[config.mk]
export PLATFORM = sky130hd
export DESIGN_NAME = l1_refill_ctrl
export DESIGN_NICKNAME = d
export VERILOG_FILES = /design/src/rtl/l1_refill_pkg.sv /design/src/rtl/l1_refill_rr_arb2.sv /design/src/rtl/l1_refill_ctrl.sv
export SDC_FILE = /design/constraint.sdc
export NUM_CORES = 1
export LEC_CHECK = 0
export BUFFER_PORTS_ARGS = -buffer_cell sky130_fd_sc_hd__buf_4
export CORE_AREA = 2 2 151 153
export CTS_CLUSTER_SIZE = 12
export DETAILED_ROUTE_END_ITERATION = 16
export DIE_AREA = 0 0 153 155
export PLACE_DENSITY_LB_ADDON = 0.2
export SLEW_MARGIN = 5
export SYNTH_ARGS = -nofsm -noshare
export SYNTH_HDL_FRONTEND = slang
export SYNTH_SLANG_ARGS = --single-unit
[constraint.sdc]
create_clock -name clk -period 1.7 [get_ports clk]
set_input_delay 0.255 -clock clk [delete_from_list [all_inputs] [get_ports clk]]
set_output_delay 0.255 -clock clk [all_outputs]
set_load 0.005 [all_outputs]
[src/rtl/l1_refill_pkg.sv]
// Shared types and block geometry for the L1 miss/refill sequencer.
package l1_refill_pkg;

    typedef enum logic [2:0] {
        IDLE,
        REQ,
        BEAT,
        DELIVER,
        ERR
    } state_t;

    typedef enum logic {
        OWN_I,
        OWN_D
    } owner_t;

    localparam int BLOCK_W         = 128;
    localparam int WORDS_PER_BLOCK = 4;
    localparam int WORD_OFS_W      = 2;

endpackage

[src/rtl/l1_refill_rr_arb2.sv]
// Two-requester round-robin arbiter; bit 0 is the I-side, bit 1 the D-side.
module rr_arb2
    import l1_refill_pkg::*;
(
    input  logic [1:0] req,
    input  owner_t     last,
    output logic [1:0] gnt
);

    // NOTE: gnt gets a default before any branch so no path leaves it unassigned (no latch).
    always_comb begin
        gnt = 2'b00;
        if (req == 2'b11) begin
            gnt = (last == OWN_I) ? 2'b10 : 2'b01;
        end else begin
            gnt = req;
        end
    end

endmodule

[src/rtl/l1_refill_ctrl.sv]
// Miss/refill sequencer: arbitrates I/D L1 misses, fetches a 4-beat block, returns the line.
module l1_refill_ctrl
    import l1_refill_pkg::*;
#(
    parameter int ADDR_W      = 30,
    parameter int WORD_W      = BLOCK_W / WORDS_PER_BLOCK,
    parameter int BEATS       = WORDS_PER_BLOCK,
    parameter int MEM_TIMEOUT = 255
) (
    input  logic                    clk,
    input  logic                    rst_n,
    input  logic                    i_miss,
    input  logic [ADDR_W-1:0]       i_addr,
    output logic                    i_delivered,
    output logic [BEATS*WORD_W-1:0] i_blockin,
    input  logic                    d_miss,
    input  logic [ADDR_W-1:0]       d_addr,
    output logic                    d_delivered,
    output logic [BEATS*WORD_W-1:0] d_blockin,
    output logic                    mem_req,
    output logic [ADDR_W-1:0]       mem_addr,
    input  logic                    mem_gnt,
    input  logic                    mem_rvalid,
    input  logic [WORD_W-1:0]       mem_rdata,
    output logic                    busy,
    output logic                    err
);

    localparam int LINE_W = BEATS * WORD_W;
    localparam int BEAT_W = $clog2(BEATS);
    localparam int TO_W   = $clog2(MEM_TIMEOUT + 1);
    localparam logic [ADDR_W-1:0] ALIGN_MASK = ~ADDR_W'(BEATS - 1);

    state_t              state_q, state_d;
    owner_t              owner_q, owner_d;
    owner_t              last_q,  last_d;
    logic [ADDR_W-1:0]   addr_q,  addr_d;
    logic [LINE_W-1:0]   line_q,  line_d;
    logic [BEAT_W-1:0]   beat_q,  beat_d;
    logic [TO_W-1:0]     to_q,    to_d;

    logic [1:0]          arb_gnt;
    logic [ADDR_W-1:0]   pick_addr;

    rr_arb2 u_arb (
        .req  ({d_miss, i_miss}),
        .last (last_q),
        .gnt  (arb_gnt)
    );

    assign pick_addr = arb_gnt[1] ? d_addr : i_addr;

    always_comb begin
        state_d = state_q;
        owner_d = owner_q;
        last_d  = last_q;
        addr_d  = addr_q;
        line_d  = line_q;
        beat_d  = beat_q;
        to_d    = to_q;
        unique case (state_q)
            IDLE: begin
                if (|arb_gnt) begin
                    owner_d = arb_gnt[1] ? OWN_D : OWN_I;
                    addr_d  = pick_addr & ALIGN_MASK;
                    beat_d  = '0;
                    to_d    = '0;
                    state_d = REQ;
                end
            end
            REQ: begin
                if (mem_gnt) begin
                    to_d    = '0;
                    beat_d  = '0;
                    state_d = BEAT;
                end else if (to_q == TO_W'(MEM_TIMEOUT - 1)) begin
                    to_d    = '0;
                    state_d = ERR;
                end else begin
                    to_d = to_q + 1'b1;
                end
            end
            BEAT: begin
                if (mem_rvalid) begin
                    line_d[beat_q*WORD_W +: WORD_W] = mem_rdata;
                    beat_d = beat_q + 1'b1;
                    to_d   = '0;
                    if (beat_q == BEAT_W'(BEATS - 1)) state_d = DELIVER;
                end else if (to_q == TO_W'(MEM_TIMEOUT - 1)) begin
                    to_d    = '0;
                    state_d = ERR;
                end else begin
                    to_d = to_q + 1'b1;
                end
            end
            DELIVER: begin
                last_d  = owner_q;
                state_d = IDLE;
            end
            ERR:     state_d = IDLE;
            default: state_d = IDLE;
        endcase
    end

    // NOTE: sequential state uses <= so every flop samples pre-edge values.
    // NOTE: the line buffer is reset too, since it drives the blockin outputs directly.
    always_ff @(posedge clk or negedge rst_n) begin
        if (!rst_n) begin
            state_q <= IDLE;
            owner_q <= OWN_I;
            last_q  <= OWN_D;
            addr_q  <= '0;
            line_q  <= '0;
            beat_q  <= '0;
            to_q    <= '0;
        end else begin
            state_q <= state_d;
            owner_q <= owner_d;
            last_q  <= last_d;
            addr_q  <= addr_d;
            line_q  <= line_d;
            beat_q  <= beat_d;
            to_q    <= to_d;
        end
    end

    // Outputs decode registered state only, so no input reaches an output combinationally.
    assign busy        = (state_q != IDLE);
    assign mem_req     = (state_q == REQ);
    assign mem_addr    = addr_q;
    assign err         = (state_q == ERR);
    assign i_delivered = (state_q == DELIVER) && (owner_q == OWN_I);
    assign d_delivered = (state_q == DELIVER) && (owner_q == OWN_D);
    assign i_blockin   = line_q;
    assign d_blockin   = line_q;

endmodule

### After elaboration in Yosys (flattened, before gate mapping)

Index checks and enable logic that the tools add are counted.

| word-level totals | value |
|---|---|
| flip-flop bits (word level) | 171 |
| bits of input ports | 98 |
| logic and storage cells | 55 |

| cells by class | value |
|---|---|
| add/subtract/negate cells | 3 |
| equal/unequal tests | 11 |
| shift operators | 2 |
| multiplexer cells | 20 |
| bitwise gates (word level) | 1 |
| reduce and logical (&&, ||, !) cells | 11 |

Operator list:

| cell | count |
|---|---|
| $bwmux 128 | 1 |
| $shift 32x34->128 const A | 1 |
| $shiftx 32x34->128 | 1 |
| $neg 7->34 | 1 |
| $mux 8 | 4 |
| $mux 30 | 1 |
| $pmux 8 s3 | 1 |
| $mux 3 | 5 |
| $mux 2 | 5 |
| $pmux 3 s3 | 1 |
| $add 8x1->8 const B | 1 |
| $eq 8x8->1 const B | 1 |
| $reduce_and 2->1 | 4 |
| $eq 3x2->1 const B | 2 |
| $pmux 2 s3 | 1 |
| $reduce_bool 3->1 | 2 |
| $eq 2x2->1 const B | 2 |
| $ne 2x2->1 const B | 2 |
| $reduce_and 4->1 | 1 |
| $eq 3x1->1 const B | 1 |
| $eq 3x3->1 const B | 1 |
| $logic_not 3->1 | 1 |
| $ne 3x3->1 const B | 1 |
| $add 2x1->2 const B | 1 |
| 5 further kinds | 6 |

### Depth between registers and ports, before layout

| logic depth | value |
|---|---|
| depth in word-level cells | 5 |
| mapped depth | 7 |

### Cells and area by module

From an unflattened synthesis, not the netlist that was laid out.

| unflattened totals | value |
|---|---|
| cell total of the unflattened synthesis | 912 |
| area total of the unflattened synthesis | 8370.5 µm² |

Modules (own cells, without submodules):

| module | times used | cells an instance | area an instance (µm²) | sequential area each (µm²) |
|---|---|---|---|---|
| l1_refill_ctrl | 1 | 909 | 8351.8 | 4280.4 |
| rr_arb2 | 1 | 3 | 18.8 | 0.0 |

### Worst setup path before layout

Ideal clock, no wire load.

| path | value |
|---|---|
| path kind | register to register |
| start | register beat_q[0] |
| end | register line_q[14], in the netlist d_blockin[14] |
| data arrival time | 1680 ps |
| path slack | -63 ps |
| cell stages (with the launch flop) | 7 |
| path buffers | 1 |
| period minus slack after synthesis | 1763 ps |
| path through | dfrtp_1 -> inv_2 -> ha_1 -> nor3b_2 -> clkbuf_1 -> nand2_1 -> o21ai_0 |

| on the way | value |
|---|---|
| cells in the longest elaborated chain, start to end | 3 |
| elaborated cells on any way between the ends | 4 |

Ends and longest elaborated chain:

| what | RTL line | RTL |
|---|---|---|
| from (decl) | l1_refill_ctrl.sv:39 | `logic [BEAT_W-1:0] beat_q, beat_d;` |
| from (signal assigned) | l1_refill_ctrl.sv:122 | `beat_q <= beat_d;` |
| $neg 7->34 * | l1_refill_ctrl.sv:85 | `line_d[beat_q*WORD_W +: WORD_W] = mem_rdata;` |
| $shiftx 32x34->128 / $shift 32x34->128 (equally long branches) | l1_refill_ctrl.sv:85 |  |
| $bwmux 128 * | l1_refill_ctrl.sv:85 |  |
| to (signal assigned) | l1_refill_ctrl.sv:121 | `line_q <= line_d;` |
| to (decl) | l1_refill_ctrl.sv:38 | `logic [LINE_W-1:0] line_q, line_d;` |

Mark *: on every way between the ends. The rest lies on a longest branch, timed or not.
A chain may end at the register's enable or synchronous reset.

### Worst setup path after layout

| path | value |
|---|---|
| start | register state_q[0] |
| end | output busy |

| on the way | value |
|---|---|
| cells in the longest elaborated chain, start to end | 1 |

Ends and longest elaborated chain:

| what | RTL line | RTL |
|---|---|---|
| from (decl) | l1_refill_ctrl.sv:34 | `state_t state_q, state_d;` |
| from (signal assigned) | l1_refill_ctrl.sv:117 | `state_q <= state_d;` |
| $reduce_bool 3->1 | l1_refill_ctrl.sv:128 | `assign busy = (state_q != IDLE);` |
| to (decl) | l1_refill_ctrl.sv:25 | `output logic busy,` |

No other way between the ends.

==> out/results.md <==
| Group | Item | This run |
| --- | --- | --- |
| final layout | Share of cells above drive strength 1 | 41.4% |
| timing | Final max-slew violation count | 0 |
| critical path | Startpoint type of the worst setup path | flop |
| route | Vias per Instance | 4.63 |
| placement | Buffers added on ports | 382 |
| outcome | Violated checks | negative setup slack |
| route | Detailed Route Iter0 Violations | 283 |
| synthesis | Fraction of synthesis flops using an asynchronous set or reset pin | 100% |
| power and ir drop | Leak Pwr | 5.75 nW |
| critical path | Critical path required time | 1440 ps |
| power and ir drop | Worst vdd rail ir drop | 0.747 mV |
| route | Detailed-route via count | 6,821 |
| grt | Initial antenna violation count | 0 |
| final layout | Multi-input combinational cell area | 2860 sq um |
| synthesis | Portion of synthesized cell area occupied by the leading cell type | 50.9% |
| synthesis | Cell variety after synth | 47 |
| placement | Setup Slack @ Placement | 26.7 ps |
| clock network | Worst-Skew Late Latency | 420 ps |
| final layout | Filler cell count | 2,109 |
| synthesis | Syn Area/Cell | 9.27 sq um |
| power and ir drop | Cell area power density | 1260 nW/um^2 |
| critical path | Worst path slowest cell | sky130_fd_sc_hd__dfrtp_1 |
| synthesis | Count of flip-flops with a built-in enable after synthesis | 0 |
| grt | Overall routing resource usage | 19.9% |
| floorplan | Ports placed on the boundary | 389 |
| timing | Final Cycle Share | 103% |
| floorplan | Die Ht | 155 um |
| floorplan | Chip width | 153 um |
| clock network | Sink Count | 171 |
| route | Total detailed-routing wirelength | 24.5 mm |
| placement | Weighted congestion reported at the end of routability-driven placement | 0.775 |
| timing | RSZ-0062 raised after global routing | true |
| synthesis | Post-synth top area cell | sky130_fd_sc_hd__dfrtp_1 |
| final layout | Ant diodes | 0 |
| critical path | Arrival time at the worst endpoint | 1500 ps |
| timing | Worst hold slack across all endpoints | 72.6 ps |
| floorplan | Core area | 22,200 sq um |
| timing | Hold violation total from the final report | 0 |
| min path | Worst hold path class | in2reg |
| final layout | Register area | 4280 sq um |
| timing | Count of endpoints failing setup in the final report | 2 |
| run | Number of max-cap violations | 0 |
| clock network | Bufs on Longest Clock Path | 2 |
| route | Antenna-violating nets left | 0 |
| clock network | Inserted Clock Buffers | 17 |
| critical path | Most used cell, CP | sky130_fd_sc_hd__buf_6 |
| route | TritonRoute pass-1 iters | 4 |
| placement | Placed Cells | 1,428 |
| placement | DP HPWL | 18.1 mm |
| power and ir drop | Total Power Consumption | 14.6 mW |
| route | DRC errors left | 0 |
| grt | Number of global-route vias before repair | 6,533 |
| final layout | Filler-free cell count of the finished design | 1,473 |
| synthesis | Total of flip-flops plus latches after synthesis | 171 |
| synthesis | Instance count of the mapped netlist | 902 |
| clock network | Number of levels in the clock H-tree | 4 |
| critical path | Worst Setup End Kind | primary output |
| final layout | Number of nets at the end of the flow | 1,282 |
| floorplan | Effective utilization at floorplan | 37.6% |
| clock network | Clock tree from TritonCTS | yes |
| grt | Pin count of the biggest net entering global routing | 65 |
| synthesis | Synth warn | 0 |
| synthesis | Top flip-flop cell by instance count after synthesis | sky130_fd_sc_hd__dfrtp_1 |
| critical path | Top fanout value on the critical path | 8 |
| synthesis | Proportion of synthesized chip area in sequential cells | 51.2% |
| outcome | Status | finished, violations left |
| critical path | Top Family by Delay on Critical Path | flip-flops |
| clock network | Clock transition time at the flip-flop clock pins of the worst setup and hold paths | 70 ps |
| timing | Clk_skew | 11.1 ps |
| timing | Post-route minimum period | 1750 ps |
| critical path | Worst path buffer plus inverter count | 2 |
| grt | Total overflow reported by the global router | 0 |
| grt | First-pass GRT wire length | 37.0 mm |
| synthesis | Synthesized area | 8360 sq um |
| timing | Max Clock Freq | 571 MHz |
| critical path | Delay of the slowest cell on the worst path | 400 ps |
| critical path | Chain of cells forming the critical path | buf_6, or3_4, buf_6 |
| critical path | Crit path kind | reg2out |
| final layout | Design Area, Final | 11,600 sq um |
| route | Final routed wire length divided by cell count | 16.6 um |
| placement | Area of placed instances | 10,800 sq um |
| timing | Worst setup margin | -50.6 ps |
| synthesis | Leading post-synthesis cells by cell area | sky130_fd_sc_hd__dfrtp_1 (51%), sky130_fd_sc_hd__buf_4 (12%), sky130_fd_sc_hd__nand2_1 (12%) |
| floorplan | Full die area | 23,700 sq um |
| clock network | Clk root buf | sky130_fd_sc_hd__clkbuf_16 |
| floorplan | Number of placement rows | 55 |
| final layout | Area grow syn2layout | 38.2% |
-- layer usage --
metal / share of wire (%) / track usage, % / wire (um) / vias to the layer above
li1: - / - / - / 3365
met1: 41 / 24.9 / 9990 / 3190
met2: 52 / 35.0 / 12700 / 248
met3: 6.4 / 4.85 / 1570 / 18
met4: 1.0 / 4.59 / 251 / 0
met5: 0 / 0 / 0 / -
-- layout by cell type (no fill, tap or decap), types with 6 or more instances in the layout --
cell type | Yosys | routed
sky130_fd_sc_hd__a21oi_1 | 27 | 26
sky130_fd_sc_hd__buf_12 | 0 | 11
sky130_fd_sc_hd__buf_4 | 134 | 405
sky130_fd_sc_hd__buf_6 | 12 | 11
sky130_fd_sc_hd__clkbuf_16 | 0 | 20
sky130_fd_sc_hd__dfrtp_1 | 170 | 170
sky130_fd_sc_hd__ha_1 | 8 | 6
sky130_fd_sc_hd__mux2i_1 | 28 | 28
sky130_fd_sc_hd__nand2_1 | 265 | 265
sky130_fd_sc_hd__nor2_1 | 35 | 34
sky130_fd_sc_hd__o21ai_0 | 71 | 55
sky130_fd_sc_hd__o21ai_1 | 64 | 79
-- layout make-up --
class,count,area share [%]
flip-flops and latches,171,37.0
clock inverters,12,0.931
inverters,3,0.0974
well taps,285,3.09
clock buffers,19,3.83
multi-input cells,551,24.8
repair buffers,432,30.3
-- cell families after synthesis --
logic type / Yosys count / share of synthesized area [%]
adder cells (fa/ha/maj): 8 / 1.20
AND/OR/NAND/NOR: 334 / 17.0
buffers and inverters: 181 / 15.5
other: 1 / 0.0448
flip-flops: 171 / 51.2
AO/OA/AOI/OAI: 174 / 11.1
multiplexers: 29 / 3.49
XOR/XNOR: 4 / 0.419
-- synth_stat cells (5+ instances only) --
| master | n |
|---|---|
| sky130_fd_sc_hd__nand2_1 | 265 |
| sky130_fd_sc_hd__nand2_4 | 5 |
| sky130_fd_sc_hd__buf_2 | 21 |
| sky130_fd_sc_hd__buf_6 | 12 |
| sky130_fd_sc_hd__dfrtp_1 | 170 |
| sky130_fd_sc_hd__nor2_1 | 35 |
| sky130_fd_sc_hd__o21ai_1 | 64 |
| sky130_fd_sc_hd__clkbuf_1 | 11 |
| sky130_fd_sc_hd__ha_1 | 8 |
| sky130_fd_sc_hd__mux2i_1 | 28 |
| sky130_fd_sc_hd__buf_4 | 134 |
| sky130_fd_sc_hd__a21oi_1 | 27 |
| sky130_fd_sc_hd__o21ai_0 | 71 |
-- power by group --
| group | internal, mW | total [mW] | leakage [nW] | switching, mW |
|---|---|---|---|---|
| Sequential | 4.81 | 5.38 | 2.26 | 0.570 |
| Clock | 1.95 | 3.70 | 0.264 | 1.75 |
| Combinational | 2.88 | 5.54 | 3.23 | 2.67 |
-- state kept, by name, indices dropped and copies added (netlist names) --
signal	flops
mem_addr	28
beat_q	2
state_q	3
to_q	8
last_q	1
d_blockin	128
owner_q	1
-- per-stage QoR --
step	TNS (ps)	utilization, %
6_report	-56.3	52.0
4_1_cts	-169	51.1
2_1_floorplan	-1570	-
5_1_grt	-4830	52.0
3_5_place_dp	0	48.4
3_3_place_gp	0	48.4
-- timing repair --
action                                  4_1_cts  5_1_grt
endpoints found under the hold margin        25        0
hold buffers                                  1        0
setup buffers                                 5        5
endpoints found under the setup margin        4      143
pin swaps                                     1        5
gates resized for setup                       5       30
cloned                                        0        4
-- worst min-delay path, delay by kind of cell --
kind | cells | cell delay, ps
buf+inv | 1 | 110
simple gates | 2 | 100
-- worst paths after layout --
kind	from	end	slack (ps)	cells after the start
min in group asynchronous	rst_n	d_blockin[66]	270	2
worst min register to register	d_blockin[86]	d_blockin[86]	510	2
worst min-delay path	mem_gnt	state_q[1]	70	3
max in group asynchronous	rst_n	d_blockin[124]	830	3
worst max-delay path	state_q[0]	busy	-50	3
worst max register to register	state_q[0]	to_q[4]	30	6
(Power assumes the default switching activity.)
